<file path="src/rtl/i3c_pkg.sv">
// Shared I3C target-side types: RX descriptor layout, error bit positions,
// RX arbiter states and a saturating counter helper.
package i3c_pkg;

  typedef struct packed {
    logic [3:0]  err;
    logic [11:0] rsvd;
    logic [15:0] len;
  } rx_desc_t;

  localparam int RxErrProducer = 0;
  localparam int RxErrOverflow = 1;

  typedef enum logic [1:0] {
    Idle = 2'd0,
    Xfer = 2'd1,
    Desc = 2'd2
  } rx_state_e;

  function automatic logic [15:0] sat_inc16(input logic [15:0] val);
    if (val == 16'hFFFF) begin
      return val;
    end else begin
      return val + 16'd1;
    end
  endfunction

endpackage

</file>
<file path="src/rtl/rr_arbiter.sv">
// Round-robin requester pick starting at a rotating pointer; the pointer moves
// past the released owner when release_i strobes.
module rr_arbiter #(
  parameter int N = 2,
  localparam int IdxW = (N > 1) ? $clog2(N) : 1
) (
  input  logic            clk_i,
  input  logic            rst_i,
  input  logic [N-1:0]    req_i,
  input  logic            release_i,
  input  logic [IdxW-1:0] release_idx_i,
  output logic            pick_valid_o,
  output logic [IdxW-1:0] pick_idx_o
);

  logic [IdxW-1:0] ptr_r;

  // Pointer register: next search starts just after the last owner.
  always_ff @(posedge clk_i or posedge rst_i) begin
    if (rst_i) begin
      ptr_r <= '0;
    end else if (release_i) begin
      if (release_idx_i == IdxW'(N - 1)) begin
        ptr_r <= '0;
      end else begin
        ptr_r <= release_idx_i + IdxW'(1);
      end
    end else begin
      ptr_r <= ptr_r;
    end
  end

  // First active requester at or after the pointer, wrapping.
  always_comb begin
    int unsigned idx;
    idx          = 0;
    pick_valid_o = 1'b0;
    pick_idx_o   = '0;
    for (int k = 0; k < N; k++) begin
      idx = 32'(ptr_r) + 32'(k);
      if (idx >= 32'(N)) begin
        idx = idx - 32'(N);
      end else begin
        idx = idx;
      end
      if (!pick_valid_o && req_i[idx]) begin
        pick_valid_o = 1'b1;
        pick_idx_o   = IdxW'(idx);
      end else begin
        pick_valid_o = pick_valid_o;
      end
    end
  end

endmodule

</file>
<file path="src/rtl/tti_rx_arbiter.sv">
// Shares the TTI RX data and descriptor queues between byte producers: one
// locked grant per transfer, byte counting, overflow tracking, descriptor commit.
module tti_rx_arbiter
  import i3c_pkg::*;
#(
  parameter int NumReq             = 2,
  parameter int TtiRxDescDataWidth = 32,
  parameter int TtiRxDataWidth     = 8
) (
  input  logic                               clk_i,
  input  logic                               rst_i,
  input  logic [NumReq*TtiRxDataWidth-1:0]   req_byte_i,
  input  logic [NumReq-1:0]                  req_valid_i,
  input  logic [NumReq-1:0]                  req_last_i,
  input  logic [NumReq-1:0]                  req_err_i,
  output logic [NumReq-1:0]                  req_ready_o,
  output logic [NumReq-1:0]                  req_grant_o,
  output logic                               tti_rx_queue_wvalid_o,
  output logic [TtiRxDataWidth-1:0]          tti_rx_queue_wdata_o,
  input  logic                               tti_rx_queue_wready_i,
  output logic                               tti_rx_queue_flush_o,
  output logic                               tti_rx_desc_queue_wvalid_o,
  output logic [TtiRxDescDataWidth-1:0]      tti_rx_desc_queue_wdata_o,
  input  logic                               tti_rx_desc_queue_wready_i,
  output logic                               overflow_o
);

  localparam int IdxW = $clog2(NumReq);

  rx_state_e         state_r, state_s;
  logic [IdxW-1:0]   owner_r, owner_s;
  logic [NumReq-1:0] grant_r, grant_s;
  logic [15:0]       count_r, count_s;
  logic              ovf_r, ovf_s;
  rx_desc_t          desc_r, desc_s;

  logic [NumReq-1:0] active_s;
  logic              pick_valid_s;
  logic [IdxW-1:0]   pick_idx_s;
  logic              release_s;
  logic              g_valid_s, g_last_s, g_err_s;

  assign active_s  = req_valid_i | req_last_i | req_err_i;
  assign g_valid_s = req_valid_i[owner_r];
  assign g_last_s  = req_last_i[owner_r];
  assign g_err_s   = req_err_i[owner_r];

  rr_arbiter #(.N(NumReq)) u_rr (
    .clk_i        (clk_i),
    .rst_i        (rst_i),
    .req_i        (active_s),
    .release_i    (release_s),
    .release_idx_i(owner_r),
    .pick_valid_o (pick_valid_s),
    .pick_idx_o   (pick_idx_s)
  );

  // Transfer state, owner, byte count, overflow flag and descriptor.
  always_ff @(posedge clk_i or posedge rst_i) begin
    if (rst_i) begin
      state_r <= Idle;
      owner_r <= '0;
      grant_r <= '0;
      count_r <= 16'd0;
      ovf_r   <= 1'b0;
      desc_r  <= '0;
    end else begin
      state_r <= state_s;
      owner_r <= owner_s;
      grant_r <= grant_s;
      count_r <= count_s;
      ovf_r   <= ovf_s;
      desc_r  <= desc_s;
    end
  end

  // Next-state and queue-side handshakes.
  always_comb begin
    state_s                    = state_r;
    owner_s                    = owner_r;
    grant_s                    = grant_r;
    count_s                    = count_r;
    ovf_s                      = ovf_r;
    desc_s                     = desc_r;
    release_s                  = 1'b0;
    req_ready_o                = '0;
    tti_rx_queue_wvalid_o      = 1'b0;
    tti_rx_queue_wdata_o       = '0;
    tti_rx_queue_flush_o       = 1'b0;
    tti_rx_desc_queue_wvalid_o = 1'b0;
    case (state_r)
      Idle: begin
        if (pick_valid_s) begin
          owner_s = pick_idx_s;
          grant_s = NumReq'(1'b1) << pick_idx_s;
          state_s = Xfer;
        end else begin
          state_s = Idle;
        end
      end
      Xfer: begin
        req_ready_o[owner_r]  = tti_rx_queue_wready_i;
        tti_rx_queue_wdata_o  = req_byte_i[owner_r*TtiRxDataWidth +: TtiRxDataWidth];
        tti_rx_queue_wvalid_o = g_valid_s & tti_rx_queue_wready_i & ~g_err_s;
        if (tti_rx_queue_wvalid_o) begin
          count_s = sat_inc16(count_r);
        end else begin
          count_s = count_r;
        end
        // An errored byte is discarded by the error path, not counted as overflow.
        if (g_valid_s && !tti_rx_queue_wready_i && !g_err_s) begin
          ovf_s = 1'b1;
        end else begin
          ovf_s = ovf_r;
        end
        if (g_last_s || g_err_s) begin
          desc_s                     = '0;
          desc_s.err[RxErrProducer]  = g_err_s;
          desc_s.err[RxErrOverflow]  = ovf_s;
          desc_s.len                 = count_s;
          state_s                    = Desc;
          release_s                  = 1'b1;
        end else begin
          state_s = Xfer;
        end
      end
      Desc: begin
        tti_rx_desc_queue_wvalid_o = 1'b1;
        if (tti_rx_desc_queue_wready_i) begin
          tti_rx_queue_flush_o = 1'b1;
          count_s              = 16'd0;
          ovf_s                = 1'b0;
          desc_s               = '0;
          grant_s              = '0;
          state_s              = Idle;
        end else begin
          state_s = Desc;
        end
      end
      default: begin
        state_s = Idle;
      end
    endcase
  end

  assign req_grant_o               = grant_r;
  assign overflow_o                = ovf_r;
  assign tti_rx_desc_queue_wdata_o = TtiRxDescDataWidth'(desc_r);

endmodule

</file>
<file path="config.mk">
export PLATFORM = sky130hd
export DESIGN_NAME = tti_rx_arbiter
export DESIGN_NICKNAME = d
export VERILOG_FILES = /design/src/rtl/i3c_pkg.sv /design/src/rtl/rr_arbiter.sv /design/src/rtl/tti_rx_arbiter.sv
export SDC_FILE = /design/constraint.sdc
export NUM_CORES = 1
export LEC_CHECK = 0
export ABC_AREA = 0
export ABC_CLOCK_PERIOD_IN_PS = 2700
export CAP_MARGIN = 20
export CORE_MARGIN = 4
export CORE_UTILIZATION = 40
export CTS_CLUSTER_DIAMETER = 40
export DETAILED_ROUTE_END_ITERATION = 7
export GPL_ROUTABILITY_DRIVEN = 0
export MAX_ROUTING_LAYER = met4
export PLACE_DENSITY = 0.79
export SLEW_MARGIN = 30
export SYNTH_ARGS = -nofsm -noshare
export SYNTH_HDL_FRONTEND = slang
export SYNTH_SLANG_ARGS = --single-unit
</file>
<file path="constraint.sdc">
create_clock -name clk_i -period 2.7 [get_ports clk_i]
set_clock_uncertainty 0.2 [all_clocks]
set_input_delay 0.54 -clock clk_i [delete_from_list [all_inputs] [get_ports clk_i]]
set_output_delay 0.54 -clock clk_i [all_outputs]
set_load 0.01 [all_outputs]
</file>
==> flow_summary_export.csv, run 1 <==
group,metric,value,unit
logic_synthesis,synth-edff-count,0,
sta,fmax,388,MHz
worst_setup_path,cp.depth,4,
place,preCtsSetupSlack,-0.0939,ns
cells_and_area,multi_input_area,0.00141,mm2
floorplanning,core.rowCount,29,
pwr,p_per_area,745,mW/mm2
floorplanning,io_pins,74,
worst_setup_path,endpoint_kind,"output port",
worst_setup_path,critical_path_class,"in2out",
worst_setup_path,rr_worst_depth,6,
routing,drt-total-wl,7130,um
routing,ant_nets,0,
global_route,first_global_vias,2372,
worst_setup_path,crit_arrival,1.84,ns
clock_tree,clk_pin_slew_worst_paths,0.08,ns
clock_tree,worstSkewPairLatency,0.30,ns
cells_and_area,layout_commonest_cell,"clkdlybuf4s50_1",
sta,worst_pin_slew,0.634,ns
clock_tree,cts_num_sinks,41,
cells_and_area,layout_common_cells,"clkdlybuf4s50_1 (58), dfrtp_1 (40), nor2_1 (28)",
cells_and_area,regArea,0.00103,mm2
routing,dr.first_iter.drc_count,161,
routing,drtPass1Iterations,4,
floorplanning,fp.coreArea,0.00635,mm2
routing,routedWlPerCell,16.4,um
clock_tree,cts_buffers,5,
clock_tree,cts_setup_buffers,0,
sta,fin_crit_sh,95.4,%
worst_setup_path,cp_num_buf_inv,3,
logic_synthesis,syn_inst,294,
global_route,grt_overflow_total,0,
logic_synthesis,avgSynthCellArea,8.85,um2
global_route,grt_max_degree,42,
clock_tree,tritoncts,"done",
sta,slew_violations,0,
logic_synthesis,ys_warn_count,0,
cells_and_area,synthToLayoutAreaGrowth,30.7,%
place,dp.cells,427,
logic_synthesis,ys_async_sr_fraction,100,%
pwr,total_leakage_power,1.43,nW
logic_synthesis,syn_area,0.00260,mm2
cells_and_area,antenna_cells,0,
routing,num_vias,2401,
place,hpwl,5350,um
global_route,antenna_found_initial,0,
clock_tree,h-tree-depth,2,
worst_setup_path,worstReg2RegEnd,"count_r[9]$_DFFE_PP0P_",
clock_tree,root_buffer,"clkbuf_8",
logic_synthesis,synth-seq-area-share,39.4,%
logic_synthesis,ys_seq_elements,41,
floorplanning,die_area,0.00786,mm2
floorplanning,die_h,88.7,um
worst_setup_path,ff2ff_setup_slack,0.27,ns
sta,grt_setup_unrepaired,"false",
worst_setup_path,endpoint,"tti_rx_queue_flush_o",
cells_and_area,fill_cells,558,
sta,min_period,2.58,ns
worst_setup_path,regToRegStartpoint,"count_r[0]$_DFFE_PP0P_",
hold_path,hp-class,"reg2reg",
sta,final_hold_viol_count,0,
global_route,grt_pass1_wl,11700,um
sta,setup_violations,0,
routing,drc_errors,0,
floorplanning,initial_core_util,41.0,%
clock_tree,cts_buffer_depth,2,
place,numPortBuffers,59,
job,maxCapViolations,0,
worst_setup_path,startpoint_type,"primary input",
logic_synthesis,synth-main-ff-cell,"dfrtp_1",
worst_setup_path,crit_fanout,3,
cells_and_area,final_cells,434,
sta,fin_ws,0.124,ns
worst_setup_path,cpLargestDelayFamily,"buffers and inverters",
sta,max-slew-margin-rel,57.4,%
routing,vias_per_cell,5.53,
cells_and_area,drive_above_1_share,10.1,%
worst_setup_path,crit_slowest_cell,"clkdlybuf4s50_1",
worst_setup_path,critPathLaunch,"tti_rx_desc_queue_wready_i",
outcome,status,"complete, no violations",
cells_and_area,layout.nets,384,
worst_setup_path,crit_top_cell,"clkdlybuf4s50_1",
worst_setup_path,slowest_delay,0.56,ns
pwr,peakVddDrop,0.419,mV
worst_setup_path,cp.required,1.96,ns
floorplanning,die_x,88.7,um
logic_synthesis,synth_cell_type_count,51,
sta,hold_slack,0.301,ns
worst_setup_path,path_cells,"clkdlybuf4s50_1, nand2_1, inv_1, clkdlybuf4s50_1",
global_route,grt_usage,19.6,%
-- cells in the mapped netlist (all sizes together), types with 3 or more instances --
| cell type | number | share of area [%] |
|---|---|---|
| a31oi | 5 | 1.2 |
| mux2i | 10 | 3.8 |
| nand2 | 16 | 2.3 |
| clkbuf | 15 | 2.2 |
| and3 | 5 | 1.2 |
| nand4 | 3 | 1.5 |
| o211ai | 3 | 1.1 |
| a21oi | 21 | 4.0 |
| nand2b | 4 | 0.96 |
| nor2 | 28 | 4.0 |
| inv | 8 | 1.2 |
| nand3 | 20 | 3.8 |
| a211oi | 4 | 1.2 |
| buf | 19 | 5.1 |
| dfrtp | 41 | 39 |
| xnor2 | 10 | 3.4 |
| nor4 | 5 | 2.8 |
| a21boi | 9 | 2.6 |
| and2 | 3 | 0.72 |
| nor2b | 4 | 0.96 |
| a311oi | 9 | 3.0 |
| nor4b | 3 | 1.0 |
| o21ai | 16 | 3.1 |
| nor3 | 11 | 2.1 |
-- worst min path at each step --
stage / start / endpoint / cells past startpoint
6_report: u_rr.ptr_r$_DFFE_PP0P_ / u_rr.ptr_r$_DFFE_PP0P_ / 2
4_1_cts: u_rr.ptr_r$_DFFE_PP0P_ / u_rr.ptr_r$_DFFE_PP0P_ / 2
5_1_grt: u_rr.ptr_r$_DFFE_PP0P_ / u_rr.ptr_r$_DFFE_PP0P_ / 2
3_5_place_dp: u_rr.ptr_r$_DFFE_PP0P_ / u_rr.ptr_r$_DFFE_PP0P_ / 2
2_1_floorplan: u_rr.ptr_r$_DFFE_PP0P_ / u_rr.ptr_r$_DFFE_PP0P_ / 2
3_3_place_gp: u_rr.ptr_r$_DFFE_PP0P_ / u_rr.ptr_r$_DFFE_PP0P_ / 2
-- layer usage --
metal	track usage (%)	vias up	wire length [um]
li1	-	1167	-
met1	23.8	1163	3000
met2	33.2	62	3740
met3	3.35	9	301
met4	5.91	0	87
met5	-	-	0
-- flip-flops by register name, summed over array words and instances, names as in the netlist --
name                       flops
count_r                       16
state_r                        2
tti_rx_desc_queue_wdata_o     18
req_grant_o                    2
overflow_o                     1
owner_r                        1
u_rr.ptr_r                     1
-- area by class of cell --
class / instances / area share, %
flip-flops and latches: 41 / 30.2
clock buffers: 5 / 2.02
inverters: 8 / 0.883
clock inverters: 2 / 1.03
repair buffers: 77 / 21.7
well taps: 77 / 2.83
multi-input cells: 224 / 41.4
-- repair_timing --
item                       in CTS  in global routing
setup endpoints to repair       1                  1
hold buffers                    0                  0
gates resized for setup         1                  1
-- tightest hold or removal path, cell delays in order (launching register included) --
cell	delay, ns
dfrtp_1	0.36
nand2_1	0.05
o21ai_0	0.06
-- metrics by stage --
| stage | util (%) | power [mW] | instance area [um2] | setup TNS (ns) |
|---|---|---|---|---|
| after global placement | 51.9 | 2.02 | 3300 | -0.0855 |
| final | 53.6 | 2.53 | 3400 | 0 |
| after detailed placement | 51.9 | 2.05 | 3300 | -0.316 |
| after global routing | 53.6 | 2.69 | 3400 | 0 |
| after CTS | 53.5 | 2.54 | 3400 | 0 |
| after floorplan | - | 1.49 | 2650 | 0 |
-- report_power, final --
group | switching [mW] | internal, mW | total (mW) | leakage (nW)
registers | 0.110 | 0.721 | 0.830 | 0.550
logic | 0.645 | 0.568 | 1.21 | 0.823
clock network | 0.220 | 0.269 | 0.489 | 0.0540
-- cells by family after synthesis --
| logic type | count (synthesis) | synth area share, % |
|---|---|---|
| simple gates | 113 | 25.1 |
| compound gates | 75 | 18.9 |
| buf+inv | 42 | 8.41 |
| flops | 41 | 39.4 |
| xor+xnor | 11 | 3.70 |
| mux | 10 | 3.85 |
| fa+ha+maj | 1 | 0.481 |
| other cells | 1 | 0.144 |
No activity file was read; power rests on OpenSTA's default activity.
==> run 2: changes to the inputs <==
- SLEW_MARGIN: 30 -> 25
- TNS_END_PERCENT: not set -> 50
==> results of run 2 <==
Final layout, timing and power as in run 1 (identical DEF).
